<file path="src/rtl/dice_round_ctrl.sv">
// ---------------------------------------------------------------------------
// dice_round_ctrl
//
// Round/score controller for a two-player dice game. Each round is started
// by a start pulse, scored on the first legal dice_valid, and followed by a
// result-hold period. After ROUNDS rounds the winner-display period runs,
// then the block parks in DONE until start begins a new game.
//
// Parameters
//   ROUNDS        rounds per game (1..15)
//   HOLD_CYCLES   result-hold cycles after each round (>= 1)
//   FINAL_CYCLES  winner-display cycles (>= 1)
//
// Ports
//   clk          system clock, rising edge
//   rst          asynchronous active-high reset
//   start        single-cycle pulse: begin a round / a new game
//   dice1/dice2  die values, legal 1..6
//   dice_valid   single-cycle pulse: dice1/dice2 valid this cycle
//   times        animation enable for the LED display stage
//   is_final     game over, display shows the winner
//   is_finish    winner display period has elapsed
//   score1/2     player points
//   round        completed-round count
// ---------------------------------------------------------------------------
module dice_round_ctrl #(
    parameter int ROUNDS       = 5,
    parameter int HOLD_CYCLES  = 1_000_000,
    parameter int FINAL_CYCLES = 5_000_000
) (
    input  logic       clk,
    input  logic       rst,
    input  logic       start,
    input  logic [2:0] dice1,
    input  logic [2:0] dice2,
    input  logic       dice_valid,
    output logic       times,
    output logic       is_final,
    output logic       is_finish,
    output logic [3:0] score1,
    output logic [3:0] score2,
    output logic [3:0] round
);

    // One shared counter serves both the hold and the final periods; it is
    // wide enough for the larger of the two.
    localparam int CNT_MAX = (HOLD_CYCLES > FINAL_CYCLES) ? HOLD_CYCLES : FINAL_CYCLES;
    localparam int CW      = (CNT_MAX > 1) ? $clog2(CNT_MAX + 1) : 1;

    localparam logic [CW-1:0] HOLD_LAST  = CW'(HOLD_CYCLES - 1);
    localparam logic [CW-1:0] FINAL_LAST = CW'(FINAL_CYCLES - 1);
    localparam logic [3:0]    ROUNDS_L   = 4'(ROUNDS);

    typedef enum logic [2:0] {
        IDLE  = 3'd0,
        ROLL  = 3'd1,
        HOLD  = 3'd2,
        FINAL = 3'd3,
        DONE  = 3'd4
    } state_t;

    state_t        state_reg, state_next;
    logic [CW-1:0] cnt_reg, cnt_next;
    logic [3:0]    score1_next, score2_next, round_next;
    logic          times_next, is_final_next, is_finish_next;
    logic          dice_legal;

    // A die value of 0 or 7 cannot come from a real die.
    assign dice_legal = (dice1 != 3'd0) && (dice1 != 3'd7) &&
                        (dice2 != 3'd0) && (dice2 != 3'd7);

    always_comb begin
        state_next  = state_reg;
        cnt_next    = cnt_reg;
        score1_next = score1;
        score2_next = score2;
        round_next  = round;

        case (state_reg)
            IDLE: begin
                // start wins over any dice_valid seen in the same cycle
                if (start) begin
                    state_next = ROLL;
                end
            end
            ROLL: begin
                if (dice_valid && dice_legal) begin
                    if (dice1 > dice2) begin
                        score1_next = score1 + 4'd1;
                    end else if (dice2 > dice1) begin
                        score2_next = score2 + 4'd1;
                    end
                    round_next = round + 4'd1;
                    cnt_next   = '0;
                    state_next = HOLD;
                end
            end
            HOLD: begin
                if (cnt_reg == HOLD_LAST) begin
                    cnt_next   = '0;
                    state_next = (round == ROUNDS_L) ? FINAL : IDLE;
                end else begin
                    cnt_next = cnt_reg + 1'b1;
                end
            end
            FINAL: begin
                if (cnt_reg == FINAL_LAST) begin
                    cnt_next   = '0;
                    state_next = DONE;
                end else begin
                    cnt_next = cnt_reg + 1'b1;
                end
            end
            DONE: begin
                if (start) begin
                    score1_next = 4'd0;
                    score2_next = 4'd0;
                    round_next  = 4'd0;
                    state_next  = ROLL;
                end
            end
            default: begin
                state_next = IDLE;
                cnt_next   = '0;
            end
        endcase

        // Status flags are decoded from the next state so that the registered
        // copies line up with the state they describe.
        times_next     = (state_next == ROLL) || (state_next == FINAL);
        is_final_next  = (state_next == FINAL) || (state_next == DONE);
        is_finish_next = (state_next == DONE);
    end

    always_ff @(posedge clk or posedge rst) begin
        if (rst) begin
            state_reg <= IDLE;
            cnt_reg   <= '0;
            score1    <= 4'd0;
            score2    <= 4'd0;
            round     <= 4'd0;
            times     <= 1'b0;
            is_final  <= 1'b0;
            is_finish <= 1'b0;
        end else begin
            state_reg <= state_next;
            cnt_reg   <= cnt_next;
            score1    <= score1_next;
            score2    <= score2_next;
            round     <= round_next;
            times     <= times_next;
            is_final  <= is_final_next;
            is_finish <= is_finish_next;
        end
    end

endmodule
</file>
<file path="config.mk">
export PLATFORM = sky130hd
export DESIGN_NAME = dice_round_ctrl
export DESIGN_NICKNAME = d
export VERILOG_FILES = /design/src/rtl/dice_round_ctrl.sv
export SDC_FILE = /design/constraint.sdc
export NUM_CORES = 1
export LEC_CHECK = 0
export CAP_MARGIN = 20
export CORE_ASPECT_RATIO = 1.4
export CORE_UTILIZATION = 45
export DETAILED_ROUTE_END_ITERATION = 10
export PLACE_DENSITY = 0.66
export SYNTH_ARGS = -nofsm -noshare
export SYNTH_HDL_FRONTEND = slang
export SYNTH_SLANG_ARGS = --single-unit
</file>
<file path="constraint.sdc">
create_clock -name clk -period 3.7 [get_ports clk]
set_input_delay 0.74 -clock clk [delete_from_list [all_inputs] [get_ports clk]]
set_output_delay 0.74 -clock clk [all_outputs]
set_load 0.05 [all_outputs]
</file>
==> flow_results.org <==
** Logic synthesis
- Count of unique library cells instantiated by Yosys :: 49
- Cell taking the most area after synthesis :: dfrtp_1
- Yosys top cell area share :: between 40% and 50%
- Main area contributors after synthesis :: dfrtp_1 (44%), xnor2_1 (6.4%), nor2_1 (5.7%), nand2_1 (4.5%), ha_1 (4.3%)
- For this run, the leading register cell type out of synthesis is dfrtp_1.
- During synthesis, Yosys emitted a total of 0 warnings.
- Synthesis inferred 41 register bits.
- For this run, the register share of the synthesized area comes to 44.3%.
- In this run, synthesis inferred 0 flip-flops with an integrated enable.
- Area of the mapped netlist :: roughly 2300 sq um
- Synth Net Count :: 274
- A synthesized cell averages 9.04 sq um.
- Synth Instances :: 256
- Synth async-reset ratio :: 100%

** Cells and area
- Post-layout net count :: 300
- The repair_antennas step left the layout with diodes totalling 0.
- The register with the most flip-flops in the layout has 23 of them.
- Once layout is complete, the cells apart from fillers number 347.
- Relative to the synthesized area, the layout overhead comes to 16.9%.
- The library cells used most frequently in the layout, excluding fill and tap cells, are dfrtp_1 (41), nor2_1 (35), nand2_1 (28).
- At the end of the flow the core is filled with cells to about 55%.
- Share of post-route cells with drive strength above 1 :: between 7 and 8%
- Most frequent standard cell in the layout excluding fill and tap cells :: dfrtp_1

** Placement
- Port-buffer cells :: 24
- Routability congestion estimate from global placement :: 0.800
- After legalization and detailed placement, the total HPWL measured 3700 microns.
- In this run, placement finished with an instance count of ~340.

** Worst setup path
- Reg2Reg Depth :: 6
- The critical path is of the input port to register type.
- Data on the critical path is required at its endpoint by 3880 ps.
- For the worst setup path, the data arrival time is 2940 ps.
- Critical-path maximum fanout :: 14
- The worst setup path is captured at a register.
- The worst setup path is launched from an input port.

** Clock tree
- Total CTS buffers :: 5
- Clock tree synthesis selected as its root buffer the cell clkbuf_8.
- Clock tree sinks :: about 40
- Clock transition at the register clock pins on the worst setup and hold paths after CTS :: roughly 80 ps
- After clock tree synthesis, the flow added hold-fix buffers numbering 0.
- Gates resized during post-CTS repair numbered 0.
- Number of buffers inserted by post-CTS setup repair :: 0
- The H-tree was split into 2 levels.
- TritonCTS built the clock tree.
- The longest clock path from root to sink contains 2 buffers.
- Clock network latency to the later pin of the worst-skew pair :: around 290 ps

** STA
- Setup repair after global routing left no endpoint under its margin.
- Final Max Slew Viols :: 0
- The final hold violation count is 0.
- Between clock sinks in the finished design, the worst skew comes to 6.50 ps.
- Static timing analysis puts the maximum clock frequency at 362 MHz.
- Setup violations remaining at the end of the flow were counted as 0.
- Relative max-transition margin :: 58.6%
- Final period demand of the worst path :: 2760 ps
- Transition at the pin with the smallest max-transition slack :: 620 ps
- After routing, the total negative slack on setup checks comes to 0 ps.
- Ratio of final minimum period to clock period :: 74.7%

** Detailed routing
- Antenna violation net count after detailed routing :: 0
- After detailed routing, the total wire length is about 5000 microns.
- DRC violations left :: 0
- Number of vias in the routed layout :: 1875
- The first routing iteration left 62 violations.
- Using the TritonRoute via totals, the vias-per-cell ratio works out to 5.40.
- Dividing the detail-routed wire length by the instance count gives 14.3 microns.
- First-pass iteration count of the detailed router :: 4

** Die
- Vertical extent of the die :: 86.8 microns
- Starting density of the core :: 47.4%
- Placeable core region :: 4880 sq um
- For this design the top-level I/O count stands at 25.
- The floorplan has 30 rows.
- The die is around 63 microns wide.
- Die Footprint :: 5440 sq um

** Global route
- Global routing finished with a remaining overflow of 0.
- Global routing consumed, over all layers together, between 20% and 30% of the routing resources.
- Entering global routing, the biggest net connects 26 pins.
- The first global-routing pass estimated 8580 microns of wire.
- The via count of the first global-routing pass is 1838.
- The number of antenna violations at the first check in global routing was 0.

** Pwr
- In this run the static leakage power is 1.16 nW.
- In this run the power density over the cells is 677 nW/um^2.
- VDD sags by at most 0.000289 V.

** Run status
- The flow ran to the end, and the final reports show no timing, DRC or antenna violations.

** Run
- Max cap viols :: 0

** Min path
- Counting instances, the worst hold path has a depth of 1.
- Worst hold-check path type :: register to register
==> logic make-up (layout without fill, tap and decap cells) <==
group	after synthesis	after routing	share of synthesized area, %
AOI/OAI and AO/OA	35	35	10.1
and+or+nand+nor	137	137	30.0
DFF	41	41	44.3
buffers and inverters	14	41	3.14
muxes	3	3	1.35
xor gates and xnor gates	18	18	6.81
adders and majority gates	8	8	4.33
==> Yosys cell counts (5+ instances only) <==
| library cell | n |
|---|---|
| dfrtp_1 | 41 |
| nor2_1 | 35 |
| nand2_1 | 28 |
| nand3_1 | 19 |
| xnor2_1 | 17 |
| nor3_1 | 13 |
| o21ai_0 | 13 |
| ha_1 | 8 |
| inv_1 | 7 |
| nor4_1 | 7 |
| nand4_1 | 5 |
==> report_power, final <==
part	internal (mW)	switching [mW]
clock	0.169	0.150
sequential	0.558	0.122
combinational	0.298	0.533
==> stage by stage <==
| stage | setup slack [ps] | area, sq um | hold WS, ps | power (mW) |
|---|---|---|---|---|
| after floorplan | 1430 | 2310 | 473 | 1.29 |
| after global placement | 698 | 2600 | 504 | 1.52 |
| after detailed placement | 633 | 2600 | 524 | 1.52 |
| after CTS | 936 | 2700 | 541 | 1.85 |
| after global routing | 834 | 2700 | 567 | 1.95 |
| final | 935 | 2700 | 541 | 1.83 |
==> worst max-delay path, cell delays in order <==
cell,delay [ps]
clkdlybuf4s50_1,510
or3_1,120
nand3_1,100
o31a_1,470
or2_2,450
nor2_2,180
mux2_2,360
==> path summary, 6_finish.rpt <==
check | start | to | slack (ps)
setup / recovery | dice2[1] | score2[0]$_DFFE_PP0P_ | 940
hold / removal | cnt_reg[5]$_DFFE_PP0P_ | cnt_reg[5]$_DFFE_PP0P_ | 540
setup reg to reg | state_reg[0]$_DFF_PP0_ | score2[0]$_DFFE_PP0P_ | 1320
hold reg to reg | cnt_reg[5]$_DFFE_PP0P_ | cnt_reg[5]$_DFFE_PP0P_ | 540
max in group asynchronous | rst | cnt_reg[16]$_DFFE_PP0P_ | 2120
min in group asynchronous | rst | round[1]$_DFFE_PP0P_ | 820
==> per-layer routing <==
metal | track usage (%) | wire length [microns]
met4 | 9.30 | 91
met2 | 37.3 | 2620
met1 | 23.1 | 2110
met3 | 3.42 | 123
met5 | 0 | 0
==> cell type report <==
class                           count  area [sq um]
Inverter                            7          26.3
Timing Repair Buffer               26           255
Multi-Input combinational cell    201          1210
Sequential cell                    41          1030
Fill cell                         471          2180
Clock buffer                        7          96.3
Clock inverter                      1          5.00
Tap cell                           64          80.1
Power figures use the tool's default switching activity.
==> edit 1: new RTL, config.mk and constraints unchanged <==
The parameter `FINAL_CYCLES` goes from 5_000_000 to 2_500_000.
--- a/src/rtl/dice_round_ctrl.sv
+++ b/src/rtl/dice_round_ctrl.sv
@@ -27,5 +27,5 @@
     parameter int ROUNDS       = 5,
     parameter int HOLD_CYCLES  = 1_000_000,
-    parameter int FINAL_CYCLES = 5_000_000
+    parameter int FINAL_CYCLES = 2_500_000
 ) (
     input  logic       clk,
Check against the original RTL: no difference found for any inputs over 10 cycles, from zero or initial values and one cycle with rst high; that may be too few to reach the edited logic, so the function may still have changed.
==> edit 1 against the unedited design <==
Setup slack better by 62 ps. Largest power group unchanged. Sequential cell count is 1 lower. Global-route usage is 0.059 points higher. Die area is 1.0% higher. Core utilization is 0.54 points higher. Area after synthesis is 1.0% higher. Clock skew hardly changed. Critical endpoint is now score1[3]$_DFFE_PP0P_. Combinational power is 15% lower. Wire length is 5.4% higher. Highest routed layer unchanged. Fmax is 2.3% higher. Non-clock buffer count stayed put. Final area is 1.8% higher. Power is 5.9% lower. Critical path depth is 2 higher.
==> edit 1: results (changes against the unedited design) <==
Hold path
  – WHS Path Cells: 2 (+1)
  – Hold Path Class: register to register
  – Worst hold start: score1[1]$_DFFE_PP0P_
  – WHS Endpoint: score1[1]$_DFFE_PP0P_

Yosys
  – Async S/R FF share, synth: 100% (unchanged)
  – Ranking of synthesized cells by area: dfrtp_1 43%, nand2_1 5.1%, o21ai_0 4.9%
  – Synth Instances: 258 (+0.78%)
  – Post-Syn Nets: 276 (+0.73%)
  – Register area share after synthesis: 42.8% (-1.5 points)
  – Top post-synthesis cells by count: 40 x dfrtp_1, 32 x nand2_1, 23 x o21ai_0
  – Distinct cells, synth: 57 (+16%)
  – Ys Warns: 0 (unchanged)

Drt
  – Vias per Instance: 5.74 (+6.2%)
  – Detailed Route WL: 5.22 mm (+5.4%)
  – Starting DRT DRC Count: 82 (+32%)
  – Total vias in the final route: 2015 (+7.5%)

Setup path
  – Worst R2R End: cnt_reg[5]$_DFFE_PP0P_
  – Crit path arrival time: 2930 ps (about the same)
  – Reg2Reg Depth: 5 (-1)
  – Maximum fanout along the worst path: 5 (-9)
  – Critical Path Max Stage Delay: 500 ps
  – Worst Setup SP: dice1[1]
  – Max stage delay cell, worst path: clkdlybuf4s50_1
  – Reg2reg start: cnt_reg[6]$_DFFE_PP0P_

STA
  – Worst Tran Pin Value: 986 ps (+365 ps)
  – Clock Skew: 6.64 ps (+0.147 ps)
  – Min Hold Slack: 548 ps (+7.42 ps)
  – Hold Vio Cnt, Final: 0 (unchanged)

Clock tree
  – Inserted Clock Buffers: 5 (unchanged)
  – Setup bufs post-CTS: 0 (unchanged)
  – Root Buffer: clkbuf_8
  – H-Tree Level Count: 2 (unchanged)
  – Clock Pin Slew Worst Setup and Hold Paths: 80 ps (about the same)
  – Worst-Skew Late Latency: 290 ps (about the same)
  – CTS resizes: 0 (unchanged)
  – Buffer levels on the longest clock path: 2 (unchanged)

Final layout
  – Max reg flops: 22 (-4.3%)
  – Final nets: 304 (+1.3%)
  – Share of cells above drive strength 1: 8.01% (+0.59 points)
  – N_diodes: 0 (unchanged)

Pwr
  – Psw: 740 uW (-8.0%)
  – VDD IR max: 0.267 mV (-7.7%)
  – Leak Pwr: 0.00120 uW (+3.5%)

Place
  – Post-DP HPWL: 3.75 mm (+1.3%)
  – Placed cells: 343 (+1.2%)
  – Pre-CTS setup slack: 702 ps (+69.3 ps)
  – Final GP Congestion: 0.839 (+4.9%)
  – PortBufs: 24 (unchanged)
  – Placed Area: 0.00264 mm2 (+1.6%)

Global routing
  – Global-route wire length before repair: 8.87 mm (+3.5%)
  – Largest net degree at the start of global routing: 41 (+58%)
  – Tot GR Track Use: 20.5% (+0.059 points)

Run status
  – Status: complete, no violations
## edit 1: worst max-delay path by stage
| stage | end | slack, ps | cells past startpoint |
|---|---|---|---|
| after detailed placement | score1[3]$_DFFE_PP0P_ | 700 | 9 |
| final | score1[3]$_DFFE_PP0P_ | 1000 | 9 |
| after floorplan | score1[3]$_DFFE_PP0P_ | 1340 | 8 |
| after CTS | score1[3]$_DFFE_PP0P_ | 1000 | 9 |
| after global routing | score1[3]$_DFFE_PP0P_ | 850 | 9 |
| after global placement | score1[3]$_DFFE_PP0P_ | 760 | 9 |
## edit 1: power by group through the flow
| stage | sequential, uW | clock, uW | combinational, uW |
|---|---|---|---|
| after floorplan | 809 | 0 | 348 |
| after global placement | 667 | 0 | 710 |
| after detailed placement | 668 | 0 | 713 |
| after CTS | 659 | 362 | 718 |
| after global routing | 679 | 379 | 775 |
| final | 661 | 354 | 707 |
## edit 1: cells by family after synthesis
family	after synthesis	synth area share (%)
muxes	2	0.910
and+or+nand+nor	128	29.8
xor gates and xnor gates	13	4.87
DFF	40	42.8
adders and majority gates	8	4.28
AOI/OAI and AO/OA	52	14.5
buffers and inverters	15	2.84
## edit 1: routing by layer
metal	track usage [%]	wire length [um]	vias up
li1	-	-	990
met2	39.0	2710	44
met1	22.1	2240	973
met3	3.27	170	8
met4	8.46	93	0
met5	0	0	-
## edit 1: worst max-delay path: cells and delay by family
family,cells,cell delay [ps]
AOI/OAI and AO/OA,3,470
adders and majority gates,1,290
buffers and inverters,2,550
and+or+nand+nor,3,880
## edit 1: final cells by class
type	count	area, um2
sequential	40	1000
clock inverter	2	35.0
timing repair buffer	26	255
inverter	10	37.5
tap	64	80.1
clock buffer	6	72.6
multi-input combinational	203	1270
fill	435	2170
==> edit 2: new RTL, same settings <==
Made on the original files. Put one more register stage on the output `round`, with the module's reset. The value now appears one clock later. The other outputs are not delayed to match. Comments in the files are not updated.
--- a/src/rtl/dice_round_ctrl.sv
+++ b/src/rtl/dice_round_ctrl.sv
@@ -60,4 +60,6 @@
     } state_t;
 
+    logic [3:0] round_s0;
+
     state_t        state_reg, state_next;
     logic [CW-1:0] cnt_reg, cnt_next;
@@ -75,5 +77,5 @@
         score1_next = score1;
         score2_next = score2;
-        round_next  = round;
+        round_next  = round_s0;
 
         case (state_reg)
@@ -91,5 +93,5 @@
                         score2_next = score2 + 4'd1;
                     end
-                    round_next = round + 4'd1;
+                    round_next = round_s0 + 4'd1;
                     cnt_next   = '0;
                     state_next = HOLD;
@@ -99,5 +101,5 @@
                 if (cnt_reg == HOLD_LAST) begin
                     cnt_next   = '0;
-                    state_next = (round == ROUNDS_L) ? FINAL : IDLE;
+                    state_next = (round_s0 == ROUNDS_L) ? FINAL : IDLE;
                 end else begin
                     cnt_next = cnt_reg + 1'b1;
@@ -139,5 +141,5 @@
             score1    <= 4'd0;
             score2    <= 4'd0;
-            round     <= 4'd0;
+            round_s0  <= 4'd0;
             times     <= 1'b0;
             is_final  <= 1'b0;
@@ -148,5 +150,5 @@
             score1    <= score1_next;
             score2    <= score2_next;
-            round     <= round_next;
+            round_s0  <= round_next;
             times     <= times_next;
             is_final  <= is_final_next;
@@ -155,3 +157,11 @@
     end
 
+    always_ff @(posedge clk or posedge rst) begin
+        if (rst) begin
+            round <= '0;
+        end else begin
+            round <= round_s0;
+        end
+    end
+
 endmodule
Check against the original RTL: not equivalent (a bounded check fails within 4 cycles, from zero or initial values and one cycle with rst high).
==> edit 2 against the unedited design <==
Setup slack improved by 84 ps. Power increased by 10%. Final area increased by 10%. Sequential cell count increased by 4. Critical endpoint unchanged. Die area increased by 10%. Wire length increased by 16%. Largest power group unchanged. Count of clock-buffer cells in the layout decreased by 2. Area after synthesis increased by 11%.
==> edit 2: results (changes against the unedited design) <==
Setup path
  – Maximum fanout along the worst path: 3 (-11)
  – Reg2reg start: cnt_reg[10]$_DFFE_PP0P_
  – Worst Setup SP: dice1[2]
  – Reg2Reg Depth: 5 (-1)
  – Critical Path Max Stage Delay: 490 ps (-20 ps)

Final layout
  – Fillers: 489 (+3.8%)
  – Share of cells above drive strength 1: 8.01% (+0.59 points)
  – Final nets: 304 (+1.3%)

Place
  – Post-DP HPWL: 4.11 mm (+11%)
  – Final GP Congestion: 0.767 (-4.1%)

Yosys
  – Top post-synthesis cells by count: 45 x dfrtp_1, 20 x nand3_1, 19 x nand2_1
  – Register area share after synthesis: 44.0% (-0.34 points)
  – Distinct cells, synth: 52 (+6.1%)
  – Synth Area in Adders: 3.91% (-0.41 points)
  – Cell Area, Synth: 0.00256 mm2 (+11%)
  – Mux cell area share after synthesis: 2.79% (+1.4 points)
  – Synth Area in Compound Gates: 15.4% (+5.3 points)
  – Synth Area in XOR/XNOR: 2.05% (-4.8 points)
  – Ranking of synthesized cells by area: dfrtp_1 44%, ha_1 3.9%, nand3_1 3.9%

STA
  – Slew HR: 48.8% (-9.8 points)
  – Clock Skew: 10.3 ps (+3.80 ps)

Hold path
  – WHS Path Cells: 0 (-1)

Pwr
  – Leak Pwr: 0.00131 uW (+13%)
  – VDD IR max: 0.442 mV (+53%)

Drt
  – Starting DRT DRC Count: 85 (+37%)
  – Wirelength per Cell: 16.1 um (+13%)
  – Met3 wire length: 167 um (+36%)
  – Metal-1 WL: 2.44 mm (+16%)
  – Vias per Instance: 5.99 (+11%)

Global routing
  – Global-route wire length before repair: 9.97 mm (+16%)
  – Largest net degree at the start of global routing: 46 (+77%)

Run status
  – Status: complete, no violations
edit 2: kinds of logic after synthesis:
family / count (synthesis)
simple gates: 119
fa+ha+maj: 8
flops: 45
buf+inv: 25
compound gates: 53
mux: 7
xor+xnor: 6
edit 2: worst paths after layout:
kind                                           endpoint  slack, ps
worst min-delay path                 round[1]$_DFF_PP0_        440
worst max-delay path              score2[0]$_DFFE_PP0P_       1020
worst min register to register       round[1]$_DFF_PP0_        440
worst max register to register  cnt_reg[22]$_DFFE_PP0P_       1240
min in group asynchronous        cnt_reg[5]$_DFFE_PP0P_        610
max in group asynchronous         score1[3]$_DFFE_PP0P_       2650
edit 2: stage by stage:
step | instances | setup slack, ps | area, um2
4_1_cts | 354 | 1020 | 2960
6_report | 355 | 1020 | 2980
3_5_place_dp | 346 | 688 | 2830
5_1_grt | 355 | 858 | 2980
2_1_floorplan | 263 | 1460 | 2560
3_3_place_gp | 346 | 748 | 2830
edit 2: per-layer routing:
layer | vias to the layer above | global-route usage, %
met5 | - | 0
met4 | 0 | 7.25
met3 | 7 | 3.27
met2 | 30 | 38.2
met1 | 1049 | 25.3
li1 | 1039 | -
edit 2: area by class of cell:
class,instances,area share (%)
Sequential cell,45,37.8
Clock buffer,5,2.31
Clock inverter,3,2.18
Tap cell,68,2.85
Timing Repair Buffer,25,8.73
Inverter,16,2.02
Multi-Input combinational cell,193,44.1
edit 2: power breakdown:
part / total, uW / switching (uW) / internal [uW]
sequential: 752 / 137 / 615
clock: 442 / 174 / 268
combinational: 821 / 536 / 285
